## config.mk

```make
export PLATFORM = sky130hd
export DESIGN_NAME = dec_stream_flat
export DESIGN_NICKNAME = d
export VERILOG_FILES = /design/src/rtl/dec_stream_if.sv /design/src/rtl/dec_stream.sv /design/src/flat_wrapper.sv
export SDC_FILE = /design/constraint.sdc
export NUM_CORES = 1
export LEC_CHECK = 0
export CORE_ASPECT_RATIO = 0.7
export CORE_MARGIN = 2
export CORE_UTILIZATION = 54
export CTS_CLUSTER_SIZE = 25
export DETAILED_ROUTE_END_ITERATION = 12
export MAX_ROUTING_LAYER = met4
export PLACE_DENSITY = 0.89
export SYNTH_ARGS = -nofsm -noshare
export SYNTH_HDL_FRONTEND = slang
export SYNTH_SLANG_ARGS = --single-unit
```

## constraint.sdc

```tcl
create_clock -name clk -period 3.3 [get_ports clk]
set_input_delay 0.66 -clock clk [delete_from_list [all_inputs] [get_ports clk]]
set_output_delay 0.66 -clock clk [all_outputs]
set_load 0.005 [all_outputs]
```

## src/rtl/dec_stream_if.sv

```systemverilog
// dec_stream_if: stream bundle for the binary-to-one-hot decoder.
//   in_valid/in_ready/in/en : upstream code handshake (en travels with the code)
//   out_valid/out_ready/out : downstream one-hot word handshake
//   cnt                     : saturating count of accepted codes
// Modports:
//   slave  - the decoder's view (consumes codes, produces words)
//   master - the environment's view (produces codes, consumes words)
interface dec_stream_if #(
    parameter int unsigned IN_W  = 3,
    parameter int unsigned OUT_W = 8,
    parameter int unsigned CNT_W = 16
);
    logic             in_valid;
    logic             in_ready;
    logic [IN_W-1:0]  in;
    logic             en;
    logic             out_valid;
    logic             out_ready;
    logic [OUT_W-1:0] out;
    logic [CNT_W-1:0] cnt;

    modport slave (
        input  in_valid, in, en, out_ready,
        output in_ready, out_valid, out, cnt
    );

    modport master (
        output in_valid, in, en, out_ready,
        input  in_ready, out_valid, out, cnt
    );
endinterface

```

## src/rtl/dec_stream.sv

```systemverilog
// dec_stream: registered, streaming binary-to-one-hot decoder with a 2-entry skid buffer.
// Ports:
//   clk   - rising-edge clock
//   rst_n - asynchronous active-low reset; clears all buffered words and the counter
//   bus   - dec_stream_if.slave: code in (in_valid/in_ready/in/en),
//           one-hot word out (out_valid/out_ready/out), accepted-code count (cnt)
// The interface instance must be built with the same IN_W/OUT_W/CNT_W as this module.
// OUT_W must equal 2**IN_W.
module dec_stream #(
    parameter int unsigned IN_W  = 3,
    parameter int unsigned OUT_W = 8,
    parameter int unsigned CNT_W = 16
) (
    input logic          clk,
    input logic          rst_n,
    dec_stream_if.slave  bus
);

    typedef enum logic [1:0] {
        StEmpty,
        StOne,
        StTwo
    } state_e;

    state_e           state_q, state_d;
    logic [OUT_W-1:0] main_q, main_d;
    logic [OUT_W-1:0] skid_q, skid_d;
    logic [CNT_W-1:0] cnt_q, cnt_d;

    logic             accept;
    logic             xfer;
    logic [OUT_W-1:0] word;

    // Handshake flags come from state only, so in_ready never sees out_ready.
    assign bus.in_ready  = (state_q != StTwo);
    assign bus.out_valid = (state_q != StEmpty);
    // main_q is kept at zero whenever the buffer is empty, so out reads 0 then.
    assign bus.out       = main_q;
    assign bus.cnt       = cnt_q;

    assign accept = bus.in_valid && bus.in_ready;
    assign xfer   = bus.out_valid && bus.out_ready;

    always_comb begin
        word = '0;
        if (bus.en) begin
            word[bus.in] = 1'b1;
        end
    end

    always_comb begin
        state_d = state_q;
        main_d  = main_q;
        skid_d  = skid_q;

        unique case (state_q)
            StEmpty: begin
                if (accept) begin
                    main_d  = word;
                    state_d = StOne;
                end
            end
            StOne: begin
                if (accept && xfer) begin
                    main_d = word;
                end else if (accept) begin
                    skid_d  = word;
                    state_d = StTwo;
                end else if (xfer) begin
                    main_d  = '0;
                    state_d = StEmpty;
                end
            end
            StTwo: begin
                if (xfer) begin
                    main_d  = skid_q;
                    skid_d  = '0;
                    state_d = StOne;
                end
            end
            default: begin
                state_d = StEmpty;
                main_d  = '0;
                skid_d  = '0;
            end
        endcase
    end

    always_comb begin
        cnt_d = cnt_q;
        if (accept && (cnt_q != {CNT_W{1'b1}})) begin
            cnt_d = cnt_q + 1'b1;
        end
    end

    always_ff @(posedge clk or negedge rst_n) begin
        if (!rst_n) begin
            state_q <= StEmpty;
            main_q  <= '0;
            skid_q  <= '0;
            cnt_q   <= '0;
        end else begin
            state_q <= state_d;
            main_q  <= main_d;
            skid_q  <= skid_d;
            cnt_q   <= cnt_d;
        end
    end

endmodule

```

## src/flat_wrapper.sv

```systemverilog
// flat-port wrapper written by rule: the top's interface ports become plain ports
module dec_stream_flat 
#(
    parameter int unsigned IN_W  = 3,
    parameter int unsigned OUT_W = 8,
    parameter int unsigned CNT_W = 16
)
  (clk, rst_n, bus_in_valid, bus_in, bus_en, bus_out_ready, bus_in_ready, bus_out_valid, bus_out, bus_cnt);
  dec_stream_if #(.IN_W(IN_W), .OUT_W(OUT_W), .CNT_W(CNT_W)) bus_i ();
  input logic clk;
  input logic rst_n;
  input wire logic [$bits(bus_i.in_valid)-1:0] bus_in_valid;
  input wire logic [$bits(bus_i.in)-1:0] bus_in;
  input wire logic [$bits(bus_i.en)-1:0] bus_en;
  input wire logic [$bits(bus_i.out_ready)-1:0] bus_out_ready;
  output wire logic [$bits(bus_i.in_ready)-1:0] bus_in_ready;
  output wire logic [$bits(bus_i.out_valid)-1:0] bus_out_valid;
  output wire logic [$bits(bus_i.out)-1:0] bus_out;
  output wire logic [$bits(bus_i.cnt)-1:0] bus_cnt;
  assign bus_i.in_valid = bus_in_valid;
  assign bus_i.in = bus_in;
  assign bus_i.en = bus_en;
  assign bus_i.out_ready = bus_out_ready;
  assign bus_in_ready = bus_i.in_ready;
  assign bus_out_valid = bus_i.out_valid;
  assign bus_out = bus_i.out;
  assign bus_cnt = bus_i.cnt;
  dec_stream #(.IN_W(IN_W), .OUT_W(OUT_W), .CNT_W(CNT_W)) u_core (.clk(clk), .rst_n(rst_n), .bus(bus_i));
endmodule
```

=== Yosys cells after proc, flatten, opt, wreduce, memory -nomap -nowiden ===
Index checks and enable logic that the tools add are counted.

* Register bits after elaboration: 34
* Bits in latches: 0
* Bits in writable memories: 0
* Bits in read-only memories: 0
* Bits of input ports: 8
* Output and inout bits: 26
* Logic and storage cells: 46
* Memories kept: 0

* Add/sub/neg operators: 1
* Multiply operators: 0
* Divide/modulo/power cells: 0
* Magnitude comparators: 2
* Equality and inequality tests: 11
* Shift operators: 0
* Multiplexer cells: 17
* Bitwise logic cells: 1
* Reduce and logical (&&, ||, !) cells: 10

{| class="wikitable"
|+ Operators with widths
! cell !! count
|-
| two-way mux 8 bit || 7
|-
| one-hot mux 8 bit (3 select lines) || 2
|-
| adder 16 x 1 -> 16 bit (second input constant) || 1
|-
| inequality test 16 bit (second input constant) || 1
|-
| AND reduction 4 bit || 3
|-
| two-way mux 2 bit || 5
|-
| inequality test 2 x 1 -> 1 bit (second input constant) || 3
|-
| inequality test 3 x 1 -> 1 bit (second input constant) || 2
|-
| one-hot mux 2 bit (3 select lines) || 1
|-
| logical AND 1 bit || 5
|-
| less-than comparator 3 x 4 -> 1 bit (second input constant) || 1
|-
| inequality test 2 bit (second input constant) || 2
|-
| demux 1 bit (select 3 bit) || 1
|-
| greater-or-equal comparator 3 x 1 -> 1 bit (second input constant) || 1
|-
| inequality test 3 bit (second input constant) || 1
|-
| == test 2 x 1 -> 1 bit (second input constant) || 1
|-
| == test 2 bit (second input constant) || 1
|-
| logical NOT 2 bit || 1
|-
| nonzero test 2 bit || 1
|-
| two-way mux 1 bit || 1
|-
| inverter 1 bit || 1
|}

=== Logic depth before layout (Yosys ltp) ===
Gate-level depths: netlist of the first run.

* Depth after elaboration: 8
* Gate-level depth with buffers: 6
* Gate-level depth less buffers: 5

=== Worst setup path after synthesis of the first run ===
No wires, ideal clock.

* Path type: input port to flip-flop
* Start: in bus_out_ready
* End: reg u_core.skid_q[1]
* Library setup time: 92 ps
* Arrival: 1613 ps
* Data required time: 3208 ps
* Slack: 1595 ps
* Stages on the path: 5
* Path buffers: 1
* Cell sequence: buf_2 > nor2b_4 > o22ai_2 > or3_4 > o31ai_2

* Word-level cells in the longest chain between the ends: 4
* Elaborated cells between the ends (all ways): 5
* Classes of those cells: 2 x eq/ne; 3 x reduce/logical

{| class="wikitable"
|+ RTL lines
! item !! line !! source
|-
| from (decl) || flat_wrapper.sv:15 || <nowiki>input wire logic [$bits(bus_i.out_ready)-1:0] bus_out_ready;</nowiki>
|-
| logical AND 1 bit * || dec_stream.sv:42 || <nowiki>assign xfer = bus.out_valid && bus.out_ready;</nowiki>
|-
| logical AND 1 bit || dec_stream.sv:64 || <nowiki>if (accept && xfer) begin</nowiki>
|-
| inequality test 2 bit (no line) || n/a ||
|-
| AND reduction 4 bit (no line) * || n/a ||
|-
| to (signal assigned) || dec_stream.sv:105 || <nowiki>skid_q <= skid_d;</nowiki>
|-
| to (decl) || dec_stream.sv:27 || <nowiki>logic [OUT_W-1:0] skid_q, skid_d;</nowiki>
|}

Every way passes the cells marked *; elsewhere a longest branch is shown, timed or not.
A chain may end at the register's enable or synchronous reset.

=== Worst setup path after layout of the first run ===
* Start: reg u_core.state_q[1]
* End: out bus_in_ready

* Word-level cells in the longest chain between the ends: 1

{| class="wikitable"
|+ RTL lines
! item !! line !! source
|-
| from (decl) || dec_stream.sv:25 || <nowiki>state_e state_q, state_d;</nowiki>
|-
| from (signal assigned) || dec_stream.sv:98 || <nowiki>state_q <= StEmpty;</nowiki>
|-
| from (signal assigned) || dec_stream.sv:103 || <nowiki>state_q <= state_d;</nowiki>
|-
| inequality test 2 bit || dec_stream.sv:35 || <nowiki>assign bus.in_ready = (state_q != StTwo);</nowiki>
|-
| to (decl) || flat_wrapper.sv:16 || <nowiki>output wire logic [$bits(bus_i.in_ready)-1:0] bus_in_ready;</nowiki>
|}

No other way between the ends.

==> results.yml, run 1 <==
cts:
  hold_buffers: 0
  clkLatencyLatePin_ns: 0.29
  postCtsSetupBuffers: 0
  clk_pin_slew_ns: 0.06
  numCtsBuffers: 5
  clock_path_buffers: 2
  postCtsResizedCells: 0
  clk_root_buffer_cell: "clkbuf_8"
  htree_levels: 2
  cts_tree: "done"
  clock_sinks: 34
placement:
  place_congestion: 0.920
  dp_hpwl_um: 2880
  io_buffers: 33
  placed_area_um2: 2180
  dp_slack_ns: 0.767
worst_setup_path:
  crit_chain: "nand2b_1 -> clkdlybuf4s50_1"
  critPathRequiredTime_ns: 2.64
  crit_path_max_incr_delay_ns: 0.74
  cp-end-kind: "primary output"
  critPathLaunch: "u_core.state_q[1]"
  path_max_fanout: 20
  rrSetupSlack_ns: 1.39
  path_buf_inv: 1
  cpLargestDelayFamily: "flip-flops"
  crit_arrival_ns: 1.92
  r2r_start: "u_core.state_q[1]"
  critPathLaunchType: "flop"
  cp_slowest_cell: "dfrtp_1"
  criticalPathCategory: "flop to primary output"
floorplanning:
  die-area_um2: 3910
  rows: 17
  num_io_pins: 34
  start_util_pct: 57.5
  design.core.area_um2: 3210
  die_w_um: 73.9
  die_h_um: 52.9
logic_synthesis:
  post_synth.cell_area_avg_um2: 10.8
  synthDistinctLibCells: 49
  syn_nets: 180
  synth_area_leader_cell: "dfrtp_1"
  synth_edf_count: 0
  syn_area_um2: 1850
  synth_cells: 171
  ys_ff_latch: 34
  seq_area_frac_synth_pct: 46.1
  ys_warn_count: 0
  synth_top_area_share_pct: 46.1
  postSynth.asyncResetShare_pct: 100
  ys.flop_type: "dfrtp_1"
  yosys-top-cells-area: "dfrtp_1, nand2_1, xor2_1, o21ai_2, nand4_4"
power:
  peakVddDrop_v: 0.000456
  leakagePower_nw: 0.963
  p_per_area_nw_per_um2: 530
final_layout:
  drive_gt1_share_pct: 18.2
  final_cell_mix: "dfrtp_1, clkdlybuf4s50_1, nand2_1, nor2_1"
  area_growth_pct: 22.9
  mostFrequentLayoutCell: "dfrtp_1"
  antenna_cells: 0
  nFillCells: 227
  final_area_um2: 2270
  multiInputGateArea_um2: 920
  layout.nets: 211
  ff_latch_area_um2: 851
sta:
  rsz0062_at_grt: "no"
  fin_tns_setup_ns: 0
  relSlewSlack_pct: 58.6
  setup_viol: 0
  fin_ws_ns: 0.722
  period_share_pct: 78.1
  hold_viol_final: 0
  fin_crit_ns: 2.58
  slew_violations: 0
  worst_pin_slew_ns: 0.620
  max_freq_mhz: 388
  fin_skew_ns: 0.00699
global_routing:
  grt_pass1_vias: 1300
  antenna_found_initial: 0
  grt_max_degree: 35
  grt_pass1_wl_um: 6530
  grt_usage_pct: 23.9
  globalRoute.totalOverflow: 0
detailed_routing:
  drt_iter0_drc: 135
  routedWlPerCell_um: 15.6
  drc: 0
  dr_total_vias: 1435
  vias_per_cell: 5.74
  drt_pass1_iterations: 4
  detail-route-antenna-nets: 0
  routed_wl_um: 3910
outcome:
  status: "finished, final reports clean"
job:
  cap_viol_max_count: 0
worst_hold_path:
  min_from: "u_core.bus.out[6]"
  hp-class: "flop to flop"
## cell families after synthesis
group                      Yosys count  share of synthesized area (%)
muxes                                8                           5.08
AOI/OAI and AO/OA                   43                           18.2
DFF                                 34                           46.1
and+or+nand+nor                     63                           21.6
buffers and inverters               13                           4.13
xor gates and xnor gates             9                           4.27
adders and majority gates            1                          0.677
## final timing paths
path / endpoint / cells after the start
min in group asynchronous: u_core.skid_q[1] / 2
setup / recovery: bus_in_ready / 2
max in group asynchronous: u_core.bus.out[0] / 2
hold reg to reg: u_core.bus.out[6] / 2
setup reg to reg: u_core.bus.cnt[12] / 4
hold / removal: u_core.bus.out[6] / 2
## worst register-to-register path: stages, from the launching register on
cell	delay [ns]
dfrtp_1	0.61
nand2b_1	0.40
nand4_4	0.21
nor3_1	0.25
mux2_2	0.35
## stage by stage
step / power [mW] / cells / hold WS (ns) / utilization [%]
final: 1.20 / 250 / 0.481 / 70.7
after CTS: 1.21 / 250 / 0.486 / 70.7
after detailed placement: 0.889 / 242 / 0.472 / 67.8
after global routing: 1.26 / 250 / 0.511 / 70.7
after floorplan: 0.728 / 171 / 0.364 / -
after global placement: 0.874 / 242 / 0.462 / 67.8
## routing by layer
metal / vias to the layer above / routed length (um) / GRT usage, %
li1: 678 / - / -
met1: 697 / 1860 / 33.8
met2: 50 / 1790 / 31.7
met3: 10 / 175 / 5.52
met4: 0 / 76 / 12.4
met5: - / 0 / -
## area by class of cell
type                       instances  area share (%)
clock buffer                       7            3.80
clock inverter                     1           0.221
inverter                           3           0.496
multi-input combinational        124            40.5
sequential                        34            37.5
tap                               47            2.59
timing repair buffer              34            14.9
## report_power, final
part / internal (mW) / switching [mW]
Combinational: 0.181 / 0.148
Sequential: 0.475 / 0.0832
Clock: 0.168 / 0.148
## registers in the layout, summed over array words and instances (netlist names)
signal          flops
u_core.bus.cnt     16
u_core.skid_q       8
u_core.bus.out      8
u_core.state_q      2
## cell usage after synthesis (2+ instances only)
master,number
dfrtp_1,34
nand2_1,25
nor2_1,9
o21ai_0,8
xor2_1,8
o21ai_2,7
a22oi_1,5
a21oi_1,4
buf_2,4
a211oi_1,3
a32oi_1,3
inv_1,3
mux2_2,3
mux2i_1,3
nand2b_1,3
nand3_1,3
nand4_1,3
a21boi_0,2
a31oi_1,2
buf_4,2
buf_6,2
clkbuf_1,2
mux2_4,2
nand3b_1,2
nand4_4,2
nor2b_1,2
nor3_1,2
nor4b_2,2
Note: power is estimated with default switching activity, not from simulation.
==> inputs of run 2 (changes only) <==
Settings changed: CORE_UTILIZATION 54 to 52, PLACE_DENSITY 0.89 to 0.86.
Clock period 3.3 ns to 2.7 ns, I/O delays scaled along.
==> run 2 against run 1 <==
  * Hold slack gained 0.023 ns
  * Total power increased by 23%
  * Critical path depth is 1 higher
  * Utilization shrank 4.4 points
  * Global-route usage fell by 1.6 points
  * Via count up 1.5%
  * Worst setup slack worse by 0.16 ns
  * Sequential cell count did not move
  * Clock skew is 0.0038 ns higher
  * Die area is 3.6% higher
  * Non-clock buffer count up 3
  * Register-to-register slack got worse by 0.59 ns
  * Highest routed layer unchanged
==> results.yml, run 2 (synthesis gave the netlist of run 1 again) <==
power:
  leakagePower_nw: 0.977
  peakVddDrop_v: 0.000408
  p_per_area_nw_per_um2: 644
sta:
  period_share_pct: 79.0
  holdWs_ns: 0.503
  worst_pin_slew_ns: 0.599
  hold_viol_final: 0
  setup_viol: 0
  max_freq_mhz: 469
  slew_violations: 0
  fin_skew_ns: 0.0108
  rsz0062_at_grt: "no"
  relSlewSlack_pct: 59.9
  fin_tns_setup_ns: 0
  fin_crit_ns: 2.13
detailed_routing:
  drc: 0
  vias_per_cell: 5.69
  detail-route-antenna-nets: 0
  drt_pass1_iterations: 4
  routedWlPerCell_um: 15.1
  dr_total_vias: 1457
  routed_wl_um: 3870
  drt_iter0_drc: 113
floorplanning:
  start_util_pct: 53.2
  num_io_pins: 34
  design.core.area_um2: 3470
  die_w_um: 75.2
  die-area_um2: 4050
  rows: 18
  die_h_um: 53.9
worst_setup_path:
  cp_slowest_cell: "clkdlybuf4s50_1"
  r2r_start: "u_core.bus.cnt[0]"
  crit_end: "bus_out_valid"
  r2r_cells: 5
  rrSetupSlack_ns: 0.80
  critPathRequiredTime_ns: 2.16
  criticalPathCategory: "flop to primary output"
  cp-end-kind: "primary output"
  path_max_fanout: 12
  cp.depth: 3
  r2r-end: "u_core.bus.cnt[1]"
  crit_path_max_incr_delay_ns: 0.44
  path_buf_inv: 2
  crit_chain: "buf_4 -> or2_2 -> clkdlybuf4s50_1"
  cpLargestDelayFamily: "buffers and inverters"
  critPathLaunch: "u_core.state_q[0]"
  critPathLaunchType: "flop"
  crit_arrival_ns: 1.59
global_routing:
  grt_pass1_wl_um: 6360
  grt_pass1_vias: 1330
  grt_max_degree: 35
  globalRoute.totalOverflow: 0
  grt_usage_pct: 22.3
  antenna_found_initial: 0
placement:
  dp_hpwl_um: 2880
  place_congestion: 0.860
  io_buffers: 33
cts:
  numCtsBuffers: 5
  postCtsSetupBuffers: 0
  clk_root_buffer_cell: "clkbuf_8"
  htree_levels: 2
  clkLatencyLatePin_ns: 0.30
  clk_pin_slew_ns: 0.07
  postCtsResizedCells: 0
  clock_path_buffers: 2
  clock_sinks: 34
  cts_tree: "done"
  hold_buffers: 0
final_layout:
  nFillCells: 265
  final_cell_mix: "dfrtp_1, clkdlybuf4s50_1, nand2_1, nor2_1"
  mostFrequentLayoutCell: "dfrtp_1"
  layout.nets: 214
  area_growth_pct: 24.5
  antenna_cells: 0
  multiInputGateArea_um2: 920
  ff_latch_area_um2: 851
  drive_gt1_share_pct: 19.9
  largest_reg_flops: 16
outcome:
  status: "finished, final reports clean"
job:
  cap_viol_max_count: 0
worst_hold_path:
  hp-class: "flop to flop"
==> run 2: changes by cell type in the layout (fill, tap and decap cells not counted) <==
cell        delta
clkinvlp_4     +1
buf_4          +3
clkbuf_1       -1
==> run 2: how the worst min path moves through the flow <==
stage | from | to | slack [ns] | depth (start not counted)
after CTS | u_core.bus.out[0] | u_core.bus.out[0] | 0.50 | 2
final | u_core.bus.out[0] | u_core.bus.out[0] | 0.50 | 2
after floorplan | rst_n | u_core.bus.cnt[0] | 0.24 | 0
after global placement | u_core.bus.out[6] | u_core.bus.out[6] | 0.47 | 2
after detailed placement | u_core.bus.out[6] | u_core.bus.out[6] | 0.47 | 2
after global routing | u_core.skid_q[6] | u_core.skid_q[6] | 0.52 | 2
==> run 2: per-layer routing <==
layer  track usage [%]  vias up  share of wire, %
met5                 -        -                 0
met4              9.06        0               1.9
met3              3.93        8               6.5
met2              30.3       53                45
met1              32.8      704                47
li1                  -      692                 -
==> run 2: metrics by stage <==
stage          util, %  instances  power [mW]  instance area, um^2  setup slack (ns)
6_report          66.3        256        1.48                 2300             0.567
3_3_place_gp      63.6        248        1.07                 2200             0.562
2_1_floorplan        -        171       0.890                 1850              1.11
4_1_cts           66.3        256        1.49                 2300             0.553
5_1_grt           66.3        256        1.56                 2300             0.520
3_5_place_dp      63.6        248        1.09                 2200             0.502
==> run 2: power by group <==
| part | total (mW) | switching (mW) | internal [mW] |
|---|---|---|---|
| clock network | 0.396 | 0.192 | 0.205 |
| logic | 0.421 | 0.194 | 0.227 |
| registers | 0.662 | 0.0811 | 0.581 |
| total | 1.48 | 0.467 | 1.01 |
==> run 2: tightest hold or removal path: cells and delay by family (launching register included) <==
family / cells / cell delay (ns)
DFF: 1 / 0.35
and+or+nand+nor: 1 / 0.07
AOI/OAI and AO/OA: 1 / 0.05
==> run 2: cell type report <==
type                            count  area share [%]
Clock buffer                        6            3.59
Clock inverter                      2           0.544
Inverter                            3           0.490
Multi-Input combinational cell    124            40.0
Sequential cell                    34            37.0
Tap cell                           50            2.72
Timing Repair Buffer               37            15.7
